`src/rtl/npc_unit.sv`:
```
// Fetch-PC generator: owns f_pc, selects the next PC from the D-stage decision,
// and keeps a return-address stack that checks each jr target against its jal.
module npc_unit #(
  parameter logic [31:0] RESET_PC  = 32'h0000_3000,
  parameter logic [31:0] EXC_PC    = 32'h0000_4180,
  parameter int          RAS_DEPTH = 4,
  parameter int          CNT_W     = 16
) (
  input  logic             clk,
  input  logic             reset,
  input  logic             stall,
  input  logic [2:0]       d_op,
  input  logic [31:0]      d_pc,
  input  logic             d_taken,
  input  logic [15:0]      imm16,
  input  logic [25:0]      imm26,
  input  logic [31:0]      rs_val,
  input  logic             exc_req,
  input  logic             eret,
  input  logic [31:0]      epc,
  output logic [31:0]      f_pc,
  output logic [31:0]      npc,
  output logic             f_adel,
  output logic             ras_mismatch,
  output logic [CNT_W-1:0] miss_cnt
);
  localparam int PW = $clog2(RAS_DEPTH);
  localparam int CW = $clog2(RAS_DEPTH + 1);

  logic [RAS_DEPTH-1:0][31:0] ras;
  logic [PW-1:0]              ptr;
  logic [CW-1:0]              cnt;
  logic [31:0]                br_tgt, j_tgt, top;
  logic                       act, push, pop, mis;

  assign br_tgt = d_pc + 32'd4 + {{14{imm16[15]}}, imm16, 2'b00};
  assign j_tgt  = {d_pc[31:28], imm26, 2'b00};
  assign f_adel = |f_pc[1:0];

  // Redirects and stalls freeze the stack so a squashed call/return leaves no trace.
  assign act  = !stall && !exc_req && !eret;
  assign push = act && (d_op == 3'b011);
  assign pop  = act && (d_op == 3'b100);
  assign top  = ras[ptr - 1'b1];
  assign mis  = pop && ((cnt == '0) || (top != rs_val));

  always_comb begin
    npc = f_pc + 32'd4;
    if (exc_req)    npc = EXC_PC;
    else if (eret)  npc = epc;
    else if (stall) npc = f_pc;
    else begin
      case (d_op)
        3'b001:         if (d_taken) npc = br_tgt;
        3'b010, 3'b011: npc = j_tgt;
        3'b100:         npc = rs_val;
        default:        ;
      endcase
    end
  end

  always_ff @(posedge clk) begin
    if (reset) begin
      f_pc         <= RESET_PC;
      ptr          <= '0;
      cnt          <= '0;
      ras          <= '0;
      ras_mismatch <= 1'b0;
      miss_cnt     <= '0;
    end else begin
      f_pc         <= npc;
      ras_mismatch <= mis;
      if (mis && (miss_cnt != '1)) miss_cnt <= miss_cnt + 1'b1;
      // Full stack keeps pushing: oldest entry is overwritten, count saturates.
      if (push) begin
        ras[ptr] <= d_pc + 32'd8;
        ptr      <= ptr + 1'b1;
        if (cnt != CW'(RAS_DEPTH)) cnt <= cnt + 1'b1;
      end else if (pop && (cnt != '0)) begin
        ptr <= ptr - 1'b1;
        cnt <= cnt - 1'b1;
      end
    end
  end
endmodule

```
`config.mk`:
```
export PLATFORM = sky130hd
export DESIGN_NAME = npc_unit
export DESIGN_NICKNAME = d
export VERILOG_FILES = /design/src/rtl/npc_unit.sv
export SDC_FILE = /design/constraint.sdc
export NUM_CORES = 1
export LEC_CHECK = 0
export CAP_MARGIN = 20
export CORE_AREA = 10 10 204 206
export CTS_CLUSTER_SIZE = 25
export DETAILED_ROUTE_END_ITERATION = 8
export DIE_AREA = 0 0 214 216
export GPL_TIMING_DRIVEN = 0
export PLACE_DENSITY = 0.53
export SLEW_MARGIN = 30
export SYNTH_ARGS = -nofsm -noshare
export SYNTH_HDL_FRONTEND = slang
export SYNTH_SLANG_ARGS = --single-unit
```
`constraint.sdc`:
```
create_clock -name clk -period 7.3 [get_ports clk]
set_clock_uncertainty 0.1 [all_clocks]
set_input_delay 2.19 -clock clk [delete_from_list [all_inputs] [get_ports clk]]
set_output_delay 2.19 -clock clk [all_outputs]
set_load 0.005 [all_outputs]
```
==> results_dict.tcl, run 1 <==
set metrics [dict create \
    maxCapViolations 0 \
    synthSimpleGateAreaFrac_pct 20.6 \
    mostFrequentLayoutCells "194 x nor2_1, 182 x dfxtp_1, 164 x clkdlybuf4s50_1" \
    synth_area_per_cell_um2 8.05 \
    grt_max_degree 19 \
    final_common_cell "nor2_1" \
    min_path_type "reg2reg" \
    worstPathRequired_ns 5.01 \
    grt_usage_pct 25.5 \
    drt_iter0_markers 1485 \
    drcViolationCount 0 \
    fin_nets 2045 \
    cp_max_fo 4 \
    synth_async_sr_flop_share_pct 0 \
    use_met1_pct 34.9 \
    rsz0062_at_grt "yes" \
    clk_pin_slew_ns 0.07 \
    ys.flop_type "dfxtp_1" \
    max_freq_mhz 135 \
    ir_drop_mv 0.118 \
    use_met2_pct 39.3 \
    n_antenna_cell 0 \
    relSlewSlack_pct 34.6 \
    maxSlewViolCount 0 \
    syn_nets 1781 \
    gr-usage-met3_pct 5.45 \
    synth_top_family_by_area "compound AO/OA/AOI/OAI gates" \
    fin_ws_ns -0.114 \
    cts_max_path_buffers 2 \
    synth-xor-area-share_pct 6.45 \
    ys_types 77 \
    yosys-mux-area-fraction_pct 7.04 \
    dieArea_um2 46200 \
    die_h_um 216 \
    overflow 0 \
    ys_seq_area_share_pct 28.9 \
    cp-start-kind "input pin" \
    r2r_setup_slack_ns 2.48 \
    htree_levels 4 \
    dpl.cell_count 2305 \
    total_power_mw 2.79 \
    netlist_instances 1568 \
    outcome "finished, violations left" \
    wl_mm 61.5 \
    die_w_um 214 \
    via_per_inst 5.85 \
    num_rows 71 \
    wl_per_cell_um 26.1 \
    vias 13800 \
    power-per-cell-area_nw_per_um2 162 \
    worstMarginPinSlew_ns 0.981 \
    firstDrtPassIters 5 \
    antenna_found_initial 2 \
    grt_first_pass_wirelength_mm 89.7 \
    hold_viol 0 \
    clk_latency_ns 0.47 \
    crit_type "in2out" \
    synth-edff-count 0 \
    synth_top_cell_by_area "dfxtp_1" \
    yosysWarnings 0 \
    stdcell_count 2355 \
    routabilityCongestion 0.973 \
    worstPathArrival_ns 5.12 \
    area_growth_pct 36.4 \
    period_share_pct 102 \
    ant_nets 0 \
    cts_sinks 182 \
    layout_min_cycle_time_ns 7.41 \
    ys_ff_latch 182 \
    io_buffers 226 \
    cts_buffers 17 \
    io_pins 229 \
    final-setup-viol-count 5 \
    p_leak_nw 5.82 \
    cts_tree "built" \
    synth_compound_area_share_pct 25.6 \
    fin_util_pct 46.0 \
    synth_top_area_share_pct 28.9 \
    grt_pass1_vias 13200 \
    syn_area_um2 12600 \
    drive_gt1_share_pct 15.6 \
    endpoint_kind "primary output" \
    core_um2 37400 \
    synthTopCellsByArea "dfxtp_1 29%, a211oi_1 7.6%, ha_1 6.3%" \
    violations "negative setup slack" \
    start_util_pct 33.8 \
    synthAdderAreaFrac_pct 6.66 \
    fillers 3694 \
    cts-root-buf "clkbuf_16" \
    hpwl_mm 47.7 \
    grt-busiest-layer "met2" \
]
-- cells in the mapped netlist (10+ instances only) --
cell and number:
nor2_1 202, dfxtp_1 182, nand2_1 132, a211oi_1 127
a21oi_1 110, clkbuf_1 96, ha_1 64, o21ai_0 60
xnor2_1 57, nor3_1 37, xor2_1 36, nand3_1 35
inv_1 32, nand4_1 29, o21a_1 28, and2_1 27
o22ai_1 24, mux4_2 20, o31ai_1 20, and3_1 16
a21o_1 13, a22oi_1 13, a31oi_1 13, mux2i_1 13
o221ai_1 11, and4_1 10, o211ai_1 10
-- stage by stage --
stage	TNS [ns]	setup slack [ns]	hold WS (ns)	instance area [um2]
floorplan	0	0.471	0.332	12600
global placement	-42.41	-1.91	0.338	15500
detailed placement	-42.55	-1.95	0.346	15500
CTS	-0.0562	-0.0562	0.356	17000
global route	-0.863	-0.175	0.375	17200
finish	-0.316	-0.114	0.354	17200
-- state kept, by name, indices dropped and copies added, names as in the netlist --
name          flops
f_pc             32
miss_cnt         16
cnt               3
ptr               2
ras             128
ras_mismatch      1
-- layer usage --
layer	vias to the layer above	wire (um)
met5	-	23
li1	6356	-
met1	6708	27700
met3	81	5070
met2	629	27200
met4	4	1480
-- final timing paths --
path,end,from,depth (start not counted)
setup / recovery,npc[17],d_pc[3],14
hold / removal,ras[2]$_SDFFE_PP0P_,ras[2]$_SDFFE_PP0P_,2
setup reg to reg,miss_cnt[1]$_SDFFE_PP0P_,ptr[0]$_SDFFE_PP0P_,15
hold reg to reg,ras[2]$_SDFFE_PP0P_,ras[2]$_SDFFE_PP0P_,2
-- where the power goes --
group	total, mW	internal (mW)	switching [mW]
Sequential	1.02	1.00	0.0195
Clock	0.956	0.454	0.502
Combinational	0.813	0.346	0.467
Total	2.79	1.80	0.989
-- cells by family (layout without fill, tap and decap cells) --
family / after synthesis / in the layout
DFF: 182 / 182
muxes: 50 / 50
buffers and inverters: 144 / 420
and+or+nand+nor: 551 / 551
adders and majority gates: 66 / 66
xor gates and xnor gates: 93 / 93
AOI/OAI and AO/OA: 482 / 482
-- area by class of cell --
type | instances | area [um2] | area share (%)
multi-input cells | 1242 | 9360 | 54.4
flip-flops and latches | 182 | 3640 | 21.2
repair buffers | 256 | 2400 | 13.9
well taps | 511 | 639 | 3.71
plain buffers | 99 | 477 | 2.77
clock buffers | 18 | 429 | 2.49
clock inverters | 13 | 135 | 0.785
inverters | 34 | 128 | 0.741
-- critical path, stage by stage --
cell and delay [ns]:
buf_12 0.11, ha_4 0.32, ha_4 0.21, inv_2 0.05, fa_2 0.37, nor2b_4 0.19
o2111ai_4 0.15, a21oi_4 0.28, nor2_2 0.11, o21ai_2 0.17, xor2_2 0.14, a221oi_2 0.40
nor3_1 0.10, dlygate4sd2_1 0.31
-- repair_timing --
action / 4_1_cts / 5_1_grt
setup buffers: 22 / 8
gates resized for setup: 279 / 77
hold buffers: 0 / 0
setup endpoints to repair: 32 / 30
pin swaps: 70 / 43
No activity file was read; power rests on OpenSTA's default activity.
==> inputs of run 2 (changes only) <==
--- a/config.mk
+++ b/config.mk
@@ -7,7 +7,7 @@
 export LEC_CHECK = 0
 export CAP_MARGIN = 20
 export CORE_AREA = 10 10 204 206
-export CTS_CLUSTER_SIZE = 25
+export CTS_CLUSTER_SIZE = 28
 export DETAILED_ROUTE_END_ITERATION = 8
 export DIE_AREA = 0 0 214 216
 export GPL_TIMING_DRIVEN = 0
==> results of run 2 <==
No change in the layout: final DEF, timing and power equal those of run 1.
==> inputs of run 3 (changes only) <==
--- a/config.mk
+++ b/config.mk
@@ -16,3 +16,4 @@
 export SYNTH_ARGS = -nofsm -noshare
 export SYNTH_HDL_FRONTEND = slang
 export SYNTH_SLANG_ARGS = --single-unit
+export TNS_END_PERCENT = 100
==> results of run 3 <==
No change in the layout: final DEF, timing and power equal those of run 1.
